## src/rtl/wb_pkg.sv

```systemverilog
// Shared types and constants for the writeback stage and its load/store unit.
package wb_pkg;

    typedef enum logic [1:0] {
        WB_PC4  = 2'b00,
        WB_ALU  = 2'b01,
        WB_LOAD = 2'b10,
        WB_CSR  = 2'b11
    } wb_sel_e;

    typedef enum logic [2:0] {
        S_IDLE,
        S_REQ,
        S_WAIT,
        S_RESP,
        S_FAULT
    } lsu_state_e;

    localparam logic [2:0] F3_LB  = 3'b000;
    localparam logic [2:0] F3_LH  = 3'b001;
    localparam logic [2:0] F3_LW  = 3'b010;
    localparam logic [2:0] F3_LBU = 3'b100;
    localparam logic [2:0] F3_LHU = 3'b101;

    localparam logic [1:0] SZ_B = 2'b00;
    localparam logic [1:0] SZ_H = 2'b01;

    localparam logic [3:0] EXC_LD_MISALIGN = 4'd4;
    localparam logic [3:0] EXC_LD_FAULT    = 4'd5;
    localparam logic [3:0] EXC_ST_MISALIGN = 4'd6;
    localparam logic [3:0] EXC_ST_FAULT    = 4'd7;

    // func3[1:0] is the access size for both loads and stores; 1x is a word
    function automatic logic is_misaligned(input logic [2:0] f3, input logic [1:0] off);
        case (f3[1:0])
            SZ_B:    return 1'b0;
            SZ_H:    return off[0];
            default: return off != 2'b00;
        endcase
    endfunction

    function automatic logic [1:0] natural_off(input logic [2:0] f3, input logic [1:0] off);
        case (f3[1:0])
            SZ_B:    return off;
            SZ_H:    return {off[1], 1'b0};
            default: return 2'b00;
        endcase
    endfunction

endpackage

```

## src/rtl/load_align.sv

```systemverilog
// Extracts the addressed byte/half/word from a bus read word and sign- or zero-extends it.
module load_align
    import wb_pkg::*;
(
    input  logic [31:0] rdata,
    input  logic [1:0]  offset,
    input  logic [2:0]  func3,
    output logic [31:0] result
);

    logic [31:0] shifted;

    always_comb begin
        shifted = rdata >> {offset, 3'b000};
        case (func3)
            F3_LB:   result = {{24{shifted[7]}}, shifted[7:0]};
            F3_LBU:  result = {24'h0, shifted[7:0]};
            F3_LH:   result = {{16{shifted[15]}}, shifted[15:0]};
            F3_LHU:  result = {16'h0, shifted[15:0]};
            default: result = rdata;
        endcase
    end

endmodule

```

## src/rtl/wb_stage_lsu.sv

```systemverilog
// Writeback stage: register-file write mux plus a handshaked load/store unit that
// stalls the pipeline while a data-bus access is outstanding.
//
// state   | meaning
// S_IDLE  | no access in flight; non-mem results written back combinationally
// S_REQ   | dbus_req held with stable address/data until dbus_gnt
// S_WAIT  | request accepted, waiting for dbus_rvalid or timeout
// S_RESP  | one cycle, load/store result written back, stall released
// S_FAULT | one cycle, exception pulse toward the CSR unit
module wb_stage_lsu
    import wb_pkg::*;
#(
    parameter int ADDR_W    = 32,
    parameter int TIMEOUT   = 16,
    parameter bit ALIGN_CHK = 1'b1
) (
    input  logic              clk,
    input  logic              rst,
    input  logic              valid_i,
    input  logic              mem_read,
    input  logic              mem_wr,
    input  logic [2:0]        func3,
    input  logic [1:0]        wb_sel,
    input  logic [31:0]       pc,
    input  logic [31:0]       alu_o,
    input  logic [31:0]       store_data,
    input  logic [31:0]       csr_rdata,
    output logic              stall_o,
    output logic [31:0]       wdata,
    output logic              wdata_valid,
    output logic              dbus_req,
    output logic              dbus_we,
    output logic [ADDR_W-1:0] dbus_addr,
    output logic [3:0]        dbus_be,
    output logic [31:0]       dbus_wdata,
    input  logic              dbus_gnt,
    input  logic              dbus_rvalid,
    input  logic [31:0]       dbus_rdata,
    input  logic              dbus_err,
    output logic              exc_valid,
    output logic [3:0]        exc_cause,
    output logic [31:0]       exc_tval
);

    localparam int TMR_W = (TIMEOUT > 1) ? $clog2(TIMEOUT) : 1;
    localparam logic [TMR_W-1:0] TMR_LOAD = TMR_W'(TIMEOUT - 1);

    lsu_state_e state_q, state_d;
    logic [TMR_W-1:0] tmr_q;
    logic [2:0]  func3_q;
    logic [1:0]  off_q;
    logic [31:0] rdata_q;
    logic [31:0] load_res;

    logic        mem_op, misalign, tmr_done, resp_ok, resp_fault;
    logic [1:0]  nat_off;
    logic [3:0]  be_calc;
    logic [31:0] wd_calc;

    assign mem_op     = valid_i & (mem_read | mem_wr);
    assign misalign   = ALIGN_CHK && is_misaligned(func3, alu_o[1:0]);
    assign nat_off    = natural_off(func3, alu_o[1:0]);
    assign tmr_done   = (tmr_q == '0);
    assign resp_ok    = dbus_rvalid & ~dbus_err;
    assign resp_fault = (dbus_rvalid & dbus_err) | tmr_done;

    always_comb begin
        be_calc = 4'hF;
        wd_calc = store_data;
        case (func3[1:0])
            SZ_B: begin
                be_calc = 4'b0001 << nat_off;
                wd_calc = {4{store_data[7:0]}};
            end
            SZ_H: begin
                be_calc = 4'b0011 << nat_off;
                wd_calc = {2{store_data[15:0]}};
            end
            default: ;
        endcase
    end

    always_comb begin
        state_d     = state_q;
        stall_o     = 1'b0;
        wdata_valid = 1'b0;
        case (state_q)
            S_IDLE: begin
                if (mem_op) begin
                    stall_o = 1'b1;
                    state_d = misalign ? S_FAULT : S_REQ;
                end else begin
                    wdata_valid = valid_i;
                end
            end
            S_REQ: begin
                stall_o = 1'b1;
                if (dbus_gnt) state_d = S_WAIT;
            end
            S_WAIT: begin
                stall_o = 1'b1;
                if (resp_ok)         state_d = S_RESP;
                else if (resp_fault) state_d = S_FAULT;
            end
            S_RESP: begin
                wdata_valid = 1'b1;
                state_d     = S_IDLE;
            end
            S_FAULT: state_d = S_IDLE;
            default: state_d = S_IDLE;
        endcase
    end

    load_align u_load_align (
        .rdata  (rdata_q),
        .offset (off_q),
        .func3  (func3_q),
        .result (load_res)
    );

    always_comb begin
        case (wb_sel_e'(wb_sel))
            WB_PC4:  wdata = pc + 32'd4;
            WB_ALU:  wdata = alu_o;
            WB_LOAD: wdata = load_res;
            WB_CSR:  wdata = csr_rdata;
            default: wdata = alu_o;
        endcase
    end

    always_ff @(posedge clk) begin
        if (rst) begin
            state_q    <= S_IDLE;
            dbus_req   <= 1'b0;
            dbus_we    <= 1'b0;
            dbus_addr  <= '0;
            dbus_be    <= 4'h0;
            dbus_wdata <= 32'h0;
            exc_valid  <= 1'b0;
            exc_cause  <= 4'h0;
            exc_tval   <= 32'h0;
            tmr_q      <= '0;
            func3_q    <= 3'h0;
            off_q      <= 2'h0;
            rdata_q    <= 32'h0;
        end else begin
            state_q   <= state_d;
            exc_valid <= 1'b0;
            case (state_q)
                S_IDLE: begin
                    if (mem_op && misalign) begin
                        exc_valid <= 1'b1;
                        exc_cause <= mem_wr ? EXC_ST_MISALIGN : EXC_LD_MISALIGN;
                        exc_tval  <= alu_o;
                    end else if (mem_op) begin
                        dbus_req   <= 1'b1;
                        dbus_we    <= mem_wr;
                        dbus_addr  <= {alu_o[ADDR_W-1:2], 2'b00};
                        dbus_be    <= be_calc;
                        dbus_wdata <= wd_calc;
                        func3_q    <= func3;
                        off_q      <= nat_off;
                    end
                end
                S_REQ: begin
                    if (dbus_gnt) begin
                        dbus_req <= 1'b0;
                        tmr_q    <= TMR_LOAD;
                    end
                end
                S_WAIT: begin
                    // dbus_we still holds the op type of the access in flight
                    if (resp_ok) begin
                        rdata_q <= dbus_rdata;
                    end else if (resp_fault) begin
                        exc_valid <= 1'b1;
                        exc_cause <= dbus_we ? EXC_ST_FAULT : EXC_LD_FAULT;
                        exc_tval  <= alu_o;
                    end else begin
                        tmr_q <= tmr_q - 1'b1;
                    end
                end
                default: ;
            endcase
        end
    end

endmodule
```

## config.mk

```make
export PLATFORM = sky130hd
export DESIGN_NAME = wb_stage_lsu
export DESIGN_NICKNAME = d
export VERILOG_FILES = /design/src/rtl/wb_pkg.sv /design/src/rtl/load_align.sv /design/src/rtl/wb_stage_lsu.sv
export SDC_FILE = /design/constraint.sdc
export NUM_CORES = 1
export LEC_CHECK = 0
export ABC_AREA = 1
export CAP_MARGIN = 5
export CORE_UTILIZATION = 41
export DETAILED_ROUTE_END_ITERATION = 12
export PLACE_DENSITY_LB_ADDON = 0.08
export SETUP_SLACK_MARGIN = 0.15
export SLEW_MARGIN = 20
export SYNTH_ARGS = -nofsm -noshare
export SYNTH_HDL_FRONTEND = slang
export SYNTH_SLANG_ARGS = --single-unit
```

## constraint.sdc

```tcl
create_clock -name clk -period 2.16 [get_ports clk]
set_clock_uncertainty 0.05 [all_clocks]
set_input_delay 0.648 -clock clk [delete_from_list [all_inputs] [get_ports clk]]
set_output_delay 0.648 -clock clk [all_outputs]
set_load 0.03 [all_outputs]
```

==> flow_metrics.env, run 1 <==
export IMPL_grt_use_total_pct=38.7
export IMPL_hpwl_um=29600
export IMPL_crit_buf_inv=3
export IMPL_core_mm2=0.0197
export IMPL_drc=0
export IMPL_period_share_pct=129
export IMPL_antenna_left=0
export IMPL_die_height_um=144
export IMPL_hold_viol_final=0
export IMPL_rrSetupSlack_ns=0.16
export IMPL_grt_pass1_wl_um=60100
export IMPL_tns_ns=-17.03
export IMPL_rsz0062_at_grt="true"
export IMPL_synth_edf_count=0
export IMPL_vdd_drop_max_uv=618
export IMPL_cts_buffer_depth=2
export IMPL_hold_path_startpoint="dbus_be[3]$_SDFFE_PP0P_"
export IMPL_r2r_end="func3_q[2]$_SDFFE_PP0P_"
export IMPL_wl_um=43500
export IMPL_p_leak_nw=7.05
export IMPL_power_frac_seq_pct=28.1
export IMPL_synth_flop_cell="dfxtp_1"
export IMPL_p_per_area_mw_per_mm2=848
export IMPL_portBuffers=310
export IMPL_syn_area_mm2=0.00831
export IMPL_globalplace_congestion=1.01
export IMPL_cap_violations=0
export IMPL_reg2reg_from="state_q[0]$_SDFFE_PP0P_"
export IMPL_cp_arrival_ns=2.10
export IMPL_hold_class="register to register"
export IMPL_initial_core_util_pct=42.3
export IMPL_p_sw_mw=5.64
export IMPL_final_util_pct=77.5
export IMPL_critPathKind="register to output pin"
export IMPL_outcome="finished, violations left"
export IMPL_synth_async_reset_ratio_pct=0
export IMPL_slowest_stage="dfxtp_4"
export IMPL_p_int_mw=7.29
export IMPL_nets=1972
export IMPL_clk_latency_ns=0.43
export IMPL_synth_warnings=0
export IMPL_numCtsBuffers=17
export IMPL_finalSetupViolations=32
export IMPL_ys_ff_latch=148
export IMPL_first_pass_iters=8
export IMPL_combPwrFrac_pct=48.4
export IMPL_cp_depth=7
export IMPL_synth_cells=1333
export IMPL_whs_path_depth=2
export IMPL_cts_sinks=148
export IMPL_fmax_mhz=358
export IMPL_min_to="dbus_be[3]$_SDFFE_PP0P_"
export IMPL_slew_headroom_pct=67.1
export IMPL_fin_crit_ns=2.79
export IMPL_cts_clk_slew_worst_paths_ns=0.07
export IMPL_synth_area_per_cell_um2=6.23
export IMPL_routedWlPerCell_um=21.0
export IMPL_fp_dieArea_mm2=0.0208
export IMPL_switching_share_pct=43.6
export IMPL_drt_iter0_markers=1404
export IMPL_power_mw=12.9
export IMPL_via_count=11700
export IMPL_die_x_um=144
export IMPL_antenna_found_initial=2
export IMPL_violations="negative setup slack"
export IMPL_tightestPinTransition_ns=0.489
export IMPL_drv_slew=0
export IMPL_end_kind="output pin"
export IMPL_cp_required_ns=1.46
export IMPL_grt_pass1_vias=10700
export IMPL_rows=51
export IMPL_hold_worst_slack_ns=0.423
export IMPL_synth_seq_area_share_pct=35.7
export IMPL_critical_path_cell_chain="buf_4, buf_4, o21ai_2, a21oi_1, nand2_2, o2111ai_4, buf_6"
export IMPL_h_tree_depth=4
export IMPL_cp_start_kind="register"
export IMPL_r2r_cells=10
export IMPL_io_pins=314
export IMPL_layout_setup_ws_ns=-0.633
export IMPL_cts_tree="yes"
export IMPL_drive_above_1_share_pct=32.5
export IMPL_area_growth_pct=83.5
export IMPL_cts_root_buf="clkbuf_16"
export IMPL_synth_distinct_cells=39
export IMPL_power_frac_clock_pct=23.5
export IMPL_vias_per_cell=5.62
export IMPL_grt_max_degree=91
export IMPL_critPathTopFamily="compound AO/OA/AOI/OAI gates"
export IMPL_critPathLaunch="off_q[1]$_SDFFE_PP0P_"
export IMPL_cpPeakStageDelay_ns=0.38
export IMPL_cp_max_fo=7
export IMPL_overflow=0
export IMPL_critPathMostFrequentCell="buf_4"
[stage by stage]
| stage | instance area [µm²] | std cells | setup WS [ns] |
|---|---|---|---|
| finish | 15200 | 2076 | -0.633 |
| global route | 15200 | 2075 | -0.728 |
| CTS | 14800 | 2066 | -0.478 |
| detailed placement | 13300 | 2007 | -1.06 |
| global placement | 13300 | 2007 | -1.11 |
| floorplan | 8830 | 1335 | -0.0900 |
[placed cells by master (no fill, tap or decap), drive strengths merged, types with 86 or more instances in the layout]
cell type / n
nand2: 327
o21ai: 151
nand3: 86
inv: 122
dlygate4sd2: 112
buf: 258
a21oi: 133
clkdlybuf4s50: 137
dfxtp: 148
nor2: 234
[per-layer routing]
layer  track usage, %  wire, µm  vias to the layer above
met5                0         0                        -
met4             19.4      2620                        0
met3             9.14      4500                      209
met2             64.1     20100                      772
met1             46.8     16300                     5432
li1                 -         -                     5252
[cell usage after synthesis (all sizes together) (2+ instances only)]
cell type | instances | area share (%)
clkbuf | 33 | 1.5
o21ai | 151 | 9.4
nand3 | 86 | 5.2
nand2 | 327 | 15
xor2 | 3 | 0.32
o211ai | 6 | 0.54
o2111ai | 6 | 0.63
a211oi | 8 | 0.72
nor2 | 234 | 11
nand4 | 8 | 0.60
inv | 117 | 5.3
buf | 44 | 3.1
nand3b | 10 | 0.90
dfxtp | 148 | 36
nor3 | 6 | 0.36
ha | 2 | 0.30
xnor2 | 4 | 0.42
a21oi | 133 | 8.0
[worst min-delay path: cells and delay by family, from the launching register on]
family             cells  cell delay [ns]
and+or+nand+nor        1             0.06
DFF                    1             0.31
AOI/OAI and AO/OA      1             0.06
[final cells by class]
type,instances,area [µm²]
Inverter,118,477
Multi-Input combinational cell,992,5810
Timing Repair Buffer,520,5030
Fill cell,1430,4410
Clock inverter,15,181
Sequential cell,148,2980
Tap cell,265,332
Clock buffer,17,425
Antenna cell,1,2.50
[cells by family (layout without fill, tap and decap cells)]
| group | count (synthesis) | in the layout | synth area share [%] |
|---|---|---|---|
| AND/OR/NAND/NOR | 673 | 673 | 33.7 |
| AO/OA/AOI/OAI | 307 | 307 | 19.6 |
| buffers and inverters | 195 | 670 | 9.97 |
| flip-flops | 148 | 148 | 35.7 |
| XOR/XNOR | 7 | 7 | 0.738 |
| adder cells (fa/ha/maj) | 2 | 2 | 0.301 |
| other | 1 | 4 | 0.0451 |
[sequential cells by signal, summed over array words and instances (netlist names)]
signal / count
dbus_wdata: 32
exc_tval: 32
rdata_q: 32
dbus_addr: 30
dbus_be: 4
tmr_q: 4
exc_cause: 3
func3_q: 3
state_q: 3
off_q: 2
dbus_req: 1
dbus_we: 1
exc_valid: 1
[power by group through the flow]
stage | clock network (mW) | registers (mW) | logic (mW)
4_1_cts | 3.01 | 3.60 | 5.83
2_1_floorplan | 0 | 4.45 | 2.40
6_report | 3.04 | 3.64 | 6.25
3_5_place_dp | 0 | 3.66 | 5.63
3_3_place_gp | 0 | 3.64 | 5.55
5_1_grt | 3.16 | 3.68 | 6.58
[what timing repair did]
| action | in CTS | in global routing |
|---|---|---|
| hold buffers | 0 | 0 |
| endpoints found under the setup margin | 142 | 109 |
| resized for setup | 457 | 98 |
| setup buffers | 23 | 7 |
| pin swaps | 88 | 52 |
| cloned | 4 | 2 |
[worst max path at each step]
stage / end / slack (ns)
after floorplan: wdata[16] / -0.09
after global placement: wdata[20] / -1.11
after detailed placement: wdata[20] / -1.06
after CTS: wdata[17] / -0.48
after global routing: wdata[1] / -0.73
final: wdata[3] / -0.63
No activity file was read; power rests on OpenSTA's default activity.
==> inputs of run 2 (changes only) <==
--- a/config.mk
+++ b/config.mk
@@ -5,8 +5,8 @@
 export SDC_FILE = /design/constraint.sdc
 export NUM_CORES = 1
 export LEC_CHECK = 0
-export ABC_AREA = 1
 export CAP_MARGIN = 5
+export CORE_ASPECT_RATIO = 1.2
 export CORE_UTILIZATION = 41
 export DETAILED_ROUTE_END_ITERATION = 12
 export PLACE_DENSITY_LB_ADDON = 0.08
==> flow_metrics.env, run 2 <==
export IMPL_synth_compound_area_share_pct=18.9
export IMPL_drv_slew=0
export IMPL_cp_arrival_ns=2.21
export IMPL_synthSimpleGateAreaFrac_pct=26.5
export IMPL_fp_dieArea_mm2=0.0209
export IMPL_cts_sinks=148
export IMPL_power_mw=8.80
export IMPL_fill_cells=1414
export IMPL_synth_top_area_share_pct=35.6
export IMPL_critPathMostFrequentCell="buf_6"
export IMPL_synth_top_family_by_area="simple AND/OR/NAND/NOR gates"
export IMPL_hold_viol_final=0
export IMPL_grt_use_total_pct=35.6
export IMPL_r2r_cells=6
export IMPL_synth_async_reset_ratio_pct=0
export IMPL_p_per_area_mw_per_mm2=568
export IMPL_layout_setup_ws_ns=-0.748
export IMPL_routedWlPerCell_um=21.2
export IMPL_die_height_um=158
export IMPL_hold_path_startpoint="dbus_wdata[31]$_SDFFE_PP0P_"
export IMPL_multi_input_area_mm2=0.00608
export IMPL_overflow=0
export IMPL_globalplace_congestion=0.915
export IMPL_synth_area_mux_share_pct=12.2
export IMPL_drive_above_1_share_pct=33.7
export IMPL_antenna_left=0
export IMPL_synth_area_top_cells="dfxtp_1 36%, nand2_1 10%, mux2i_1 8.8%, a21oi_1 5.6%, nand2b_1 5.1%"
export IMPL_wl_um=38600
export IMPL_final_cells=1817
export IMPL_synth_warnings=0
export IMPL_pre_cts_ws_ns=-1.20
export IMPL_fin_crit_ns=2.91
export IMPL_core_mm2=0.0198
export IMPL_cp_depth=7
export IMPL_ff_latch_area_mm2=0.00299
export IMPL_grt_pass1_vias=10000
export IMPL_cts_root_buf="clkbuf_16"
export IMPL_hold_buffers=0
export IMPL_cp_required_ns=1.46
export IMPL_largest_registers="dbus_wdata: 32 flops, exc_tval: 32 flops, rdata_q: 32 flops"
export IMPL_synth_commonest_cells="228 x nand2_1, 148 x dfxtp_1, 94 x a21oi_1"
export IMPL_period_share_pct=135
export IMPL_synth_cells=1048
export IMPL_critPathTopFamily="simple AND/OR/NAND/NOR gates"
export IMPL_cts_clk_slew_worst_paths_ns=0.07
export IMPL_cts_tree="yes"
export IMPL_hold_worst_slack_ns=0.401
export IMPL_vdd_drop_max_uv=545
export IMPL_critical_path_cell_chain="buf_6, and4_4, nand4_1, buf_6, or4_4, a32oi_4, buf_6"
export IMPL_vias_per_cell=5.62
export IMPL_fin_area_mm2=0.0155
export IMPL_dp_cells=1740
export IMPL_drt_iter0_markers=610
export IMPL_clk_latency_ns=0.42
export IMPL_critPathLaunch="pc[14]"
export IMPL_end_kind="output pin"
export IMPL_fmax_mhz=344
export IMPL_portBuffers=310
export IMPL_cpPeakStageDelay_ns=0.54
export IMPL_antenna_found_initial=2
export IMPL_via_count=10200
export IMPL_layout_commonest_cell="nand2_1"
export IMPL_synth_distinct_cells=66
export IMPL_p_leak_nw=6.40
export IMPL_whs_path_depth=2
export IMPL_ys_ff_latch=148
export IMPL_hold_class="register to register"
export IMPL_tns_ns=-19.33
export IMPL_cp_max_fo=2
export IMPL_h_tree_depth=4
export IMPL_synth_seq_area_share_pct=35.6
export IMPL_area_growth_pct=85.9
export IMPL_finalSetupViolations=32
export IMPL_die_x_um=132
export IMPL_critPathKind="primary input to output pin"
export IMPL_cts_buffer_depth=2
export IMPL_io_pins=314
export IMPL_reg2reg_from="state_q[2]$_SDFFE_PP0P_"
export IMPL_cap_violations=0
export IMPL_cp_start_kind="primary input"
export IMPL_grt_max_degree=55
export IMPL_nets=1717
export IMPL_numCtsBuffers=17
export IMPL_drc=0
export IMPL_place_area_mm2=0.0137
export IMPL_outcome="finished, violations left"
export IMPL_yosysTopAreaCell="dfxtp_1"
export IMPL_violations="negative setup slack"
export IMPL_syn_area_mm2=0.00833
export IMPL_initial_core_util_pct=42.2
export IMPL_synth_fa_ha_area_share_pct=0.300
export IMPL_hpwl_um=27700
export IMPL_synth_most_common_cell="nand2_1"
export IMPL_synth_area_per_cell_um2=7.95
export IMPL_synth_xor_area_share_pct=1.26
export IMPL_rsz0062_at_grt="true"
export IMPL_synth_flop_cell="dfxtp_1"
export IMPL_final_util_pct=78.4
export IMPL_crit_buf_inv=3
export IMPL_mostFrequentLayoutCells="218 x nand2_1, 196 x buf_4, 142 x dfxtp_1"
export IMPL_rows=56
export IMPL_grt_pass1_wl_um=56700
export IMPL_synth_edf_count=0
export IMPL_first_pass_iters=5
export IMPL_slowest_stage="or4_4"
-- run 2: final timing paths --
kind / to / slack (ns)
worst max-delay path: wdata[23] / -0.75
worst min register to register: dbus_wdata[31]$_SDFFE_PP0P_ / 0.40
worst min-delay path: dbus_wdata[31]$_SDFFE_PP0P_ / 0.40
worst max register to register: exc_cause[0]$_SDFFE_PP0P_ / 0.20
-- run 2: cell families after synthesis --
group                    after synthesis
multiplexers                          94
XOR/XNOR                              12
other                                  1
buffers and inverters                100
adder cells (fa/ha/maj)                2
AO/OA/AOI/OAI                        238
flip-flops                           148
AND/OR/NAND/NOR                      453
-- run 2: area by class of cell --
class | instances | area share [%]
Clock buffer | 17 | 2.75
Antenna cell | 1 | 0.0162
Multi-Input combinational cell | 803 | 39.3
Timing Repair Buffer | 561 | 34.9
Tap cell | 261 | 2.11
Inverter | 11 | 0.291
Clock inverter | 15 | 1.35
Sequential cell | 148 | 19.3
-- run 2: report_power, final --
part | switching (mW) | total (mW) | internal (mW)
logic | 1.36 | 2.64 | 1.28
registers | 0.0889 | 2.95 | 2.87
clock network | 1.34 | 3.21 | 1.88
total | 2.78 | 8.80 | 6.02
-- run 2: repair_timing --
action | CTS | global route
setup buffers | 34 | 5
setup endpoints to repair | 210 | 44
pin swaps | 65 | 31
gates resized for setup | 403 | 64
endpoints found under the hold margin | 0 | 0
cloned | 3 | 2
-- run 2: routing by layer --
metal	vias up	part of all wire, %	global-route usage, %
met3	101	7.7	8.07
li1	4740	-	-
met2	531	50	64.9
met1	4832	38	39.4
met4	0	4.7	16.7
met5	-	0	0
-- run 2: tightest hold or removal path: cells and delay by family (launching register included) --
| kind | cells | cell delay [ns] |
|---|---|---|
| AND/OR/NAND/NOR | 1 | 0.05 |
| AO/OA/AOI/OAI | 1 | 0.05 |
| flip-flops | 1 | 0.31 |
==> inputs of run 3 (changes only) <==
--- a/config.mk
+++ b/config.mk
@@ -5,9 +5,10 @@
 export SDC_FILE = /design/constraint.sdc
 export NUM_CORES = 1
 export LEC_CHECK = 0
-export CAP_MARGIN = 5
+export ABC_CLOCK_PERIOD_IN_PS = 2160
+export CAP_MARGIN = 20
 export CORE_ASPECT_RATIO = 1.2
-export CORE_UTILIZATION = 41
+export CORE_UTILIZATION = 40
 export DETAILED_ROUTE_END_ITERATION = 12
 export PLACE_DENSITY_LB_ADDON = 0.08
 export SETUP_SLACK_MARGIN = 0.15
==> flow_metrics.env, run 3 (same netlist as run 2, synthesis figures left out) <==
export IMPL_hold_viol_final=0
export IMPL_vias_per_cell=5.63
export IMPL_finalSetupViolations=33
export IMPL_cp_required_ns=1.46
export IMPL_routedWlPerCell_um=21.5
export IMPL_hold_worst_slack_ns=0.399
export IMPL_fin_crit_ns=2.96
export IMPL_fmax_mhz=338
export IMPL_ff_latch_area_mm2=0.00299
export IMPL_drc=0
export IMPL_slowest_stage="and4_4"
export IMPL_met1_usage_pct=39.3
export IMPL_cts_sinks=148
export IMPL_io_pins=314
export IMPL_grt_util_met2_pct=59.9
export IMPL_overflow=0
export IMPL_grt_use_total_pct=34.4
export IMPL_cp_max_fo=4
export IMPL_rsz0062_at_grt="true"
export IMPL_cpPeakStageDelay_ns=0.23
export IMPL_drive_above_1_share_pct=35.6
export IMPL_r2r_cells=8
export IMPL_critPathKind="primary input to output pin"
export IMPL_cts_buffer_depth=2
export IMPL_period_share_pct=137
export IMPL_outcome="finished, violations left"
export IMPL_via_count=10600
export IMPL_power_mw=8.77
export IMPL_rows=57
export IMPL_rrSetupSlack_ns=0.09
export IMPL_multi_input_area_mm2=0.00613
export IMPL_cp_arrival_ns=2.26
export IMPL_violations="negative setup slack"
export IMPL_critPathMostFrequentCell="buf_6"
export IMPL_dp_cells=1745
export IMPL_tns_ns=-20.90
export IMPL_grt_max_degree=51
export IMPL_cts_clk_slew_worst_paths_ns=0.06
export IMPL_tightestPinTransition_ns=0.632
export IMPL_hold_class="register to register"
export IMPL_fin_area_mm2=0.0162
export IMPL_fp_dieArea_mm2=0.0214
export IMPL_portBuffers=310
export IMPL_min_to="dbus_wdata[24]$_SDFFE_PP0P_"
export IMPL_vdd_drop_max_uv=604
export IMPL_area_growth_pct=94.1
export IMPL_antenna_found_initial=2
export IMPL_gr_usage_met3_pct=7.30
export IMPL_cts_root_buf="clkbuf_16"
export IMPL_power_frac_seq_pct=33.7
export IMPL_hpwl_um=26900
export IMPL_clk_latency_ns=0.43
export IMPL_fill_cells=1383
export IMPL_p_per_area_mw_per_mm2=543
export IMPL_critical_path_cell_chain="buf_6, and4_4, buf_6, buf_6, buf_6, nand4_1, buf_4, buf_6, o31ai_4, buf_4, a32oi_4, buf_6"
export IMPL_initial_core_util_pct=41.0
export IMPL_cp_start_kind="primary input"
export IMPL_end_kind="output pin"
export IMPL_layout_commonest_cell="buf_4"
export IMPL_r2r_end="exc_cause[2]$_SDFFE_PP0P_"
export IMPL_hold_path_startpoint="dbus_wdata[24]$_SDFFE_PP0P_"
export IMPL_globalplace_congestion=0.909
export IMPL_p_int_mw=6.07
export IMPL_switching_share_pct=30.8
export IMPL_p_sw_mw=2.70
export IMPL_first_pass_iters=5
export IMPL_final_cells=1877
export IMPL_place_area_mm2=0.0136
export IMPL_drv_slew=0
export IMPL_grt_pass1_wl_um=56400
export IMPL_drt_iter0_markers=762
export IMPL_slew_headroom_pct=56.7
export IMPL_reg2reg_from="state_q[1]$_SDFFE_PP0P_"
export IMPL_mostFrequentLayoutCells="216 x buf_4, 214 x nand2_1, 139 x dfxtp_1"
export IMPL_pre_cts_ws_ns=-1.34
export IMPL_die_x_um=134
export IMPL_combPwrFrac_pct=31.3
export IMPL_wl_um=40400
export IMPL_numCtsBuffers=17
export IMPL_whs_path_depth=2
export IMPL_cap_violations=0
export IMPL_h_tree_depth=4
export IMPL_final_util_pct=79.5
export IMPL_nets=1771
export IMPL_die_height_um=160
export IMPL_grt_pass1_vias=9883
export IMPL_core_mm2=0.0203
export IMPL_hold_buffers=0
export IMPL_layout_setup_ws_ns=-0.802
export IMPL_cts_tree="yes"
export IMPL_largest_registers="dbus_wdata: 32 flops, exc_tval: 32 flops, rdata_q: 32 flops"
export IMPL_p_leak_nw=6.73
export IMPL_busiest_layer="met2"
export IMPL_power_frac_clock_pct=35.0
export IMPL_antenna_left=0
run 3: cell types whose count changed in the layout (fill, tap and decap cells not counted), sizes merged:
| cell | delta |
|---|---|
| nor2b | -1 |
| clkbuf | +9 |
| clkinv | +1 |
| dlygate4sd2 | -7 |
| diode | +2 |
| dlymetal6s2s | +2 |
| clkinvlp | -1 |
| buf | +50 |
| clkdlybuf4s50 | +6 |
| inv | -5 |
run 3: final cells by class:
class	instances	share of cell area, %
clock inverter	10	0.906
tap	265	2.05
antenna	3	0.0464
timing repair buffer	616	37.5
sequential	148	18.5
clock buffer	22	2.81
inverter	11	0.255
multi-input combinational	802	37.9
run 3: what timing repair did:
action                     in CTS  in global routing
resized for setup             420                 76
cloned                          3                  6
setup buffers                  63                 25
setup endpoints to repair     232                 62
pin swaps                      69                 42
run 3: worst max-delay path by stage:
stage,startpoint,to,slack (ns),cells after the start
2_1_floorplan,pc[15],wdata[25],-0.52,6
3_3_place_gp,pc[17],wdata[23],-1.37,7
3_5_place_dp,pc[15],wdata[23],-1.34,7
4_1_cts,pc[14],wdata[19],-0.85,8
5_1_grt,pc[13],wdata[22],-0.86,12
6_report,pc[13],wdata[22],-0.80,12
run 3: worst max-delay path, delay by kind of cell:
family | cells | cell delay (ns)
AOI/OAI and AO/OA | 2 | 0.32
buffers and inverters | 8 | 0.95
and+or+nand+nor | 2 | 0.34
run 3: power groups by stage:
| stage | logic (mW) | registers, mW | clock network [mW] |
|---|---|---|---|
| 6_report | 2.74 | 2.96 | 3.07 |
| 5_1_grt | 2.86 | 2.97 | 3.22 |
| 4_1_cts | 2.57 | 2.95 | 3.09 |
| 2_1_floorplan | 0.942 | 3.25 | 0 |
| 3_3_place_gp | 2.43 | 3.01 | 0 |
| 3_5_place_dp | 2.44 | 3.01 | 0 |
run 3: layer usage:
| metal | wire length (µm) | up-vias |
|---|---|---|
| li1 | - | 4857 |
| met1 | 15000 | 5027 |
| met2 | 19700 | 548 |
| met3 | 3110 | 142 |
| met4 | 2510 | 0 |
| met5 | 0 | - |
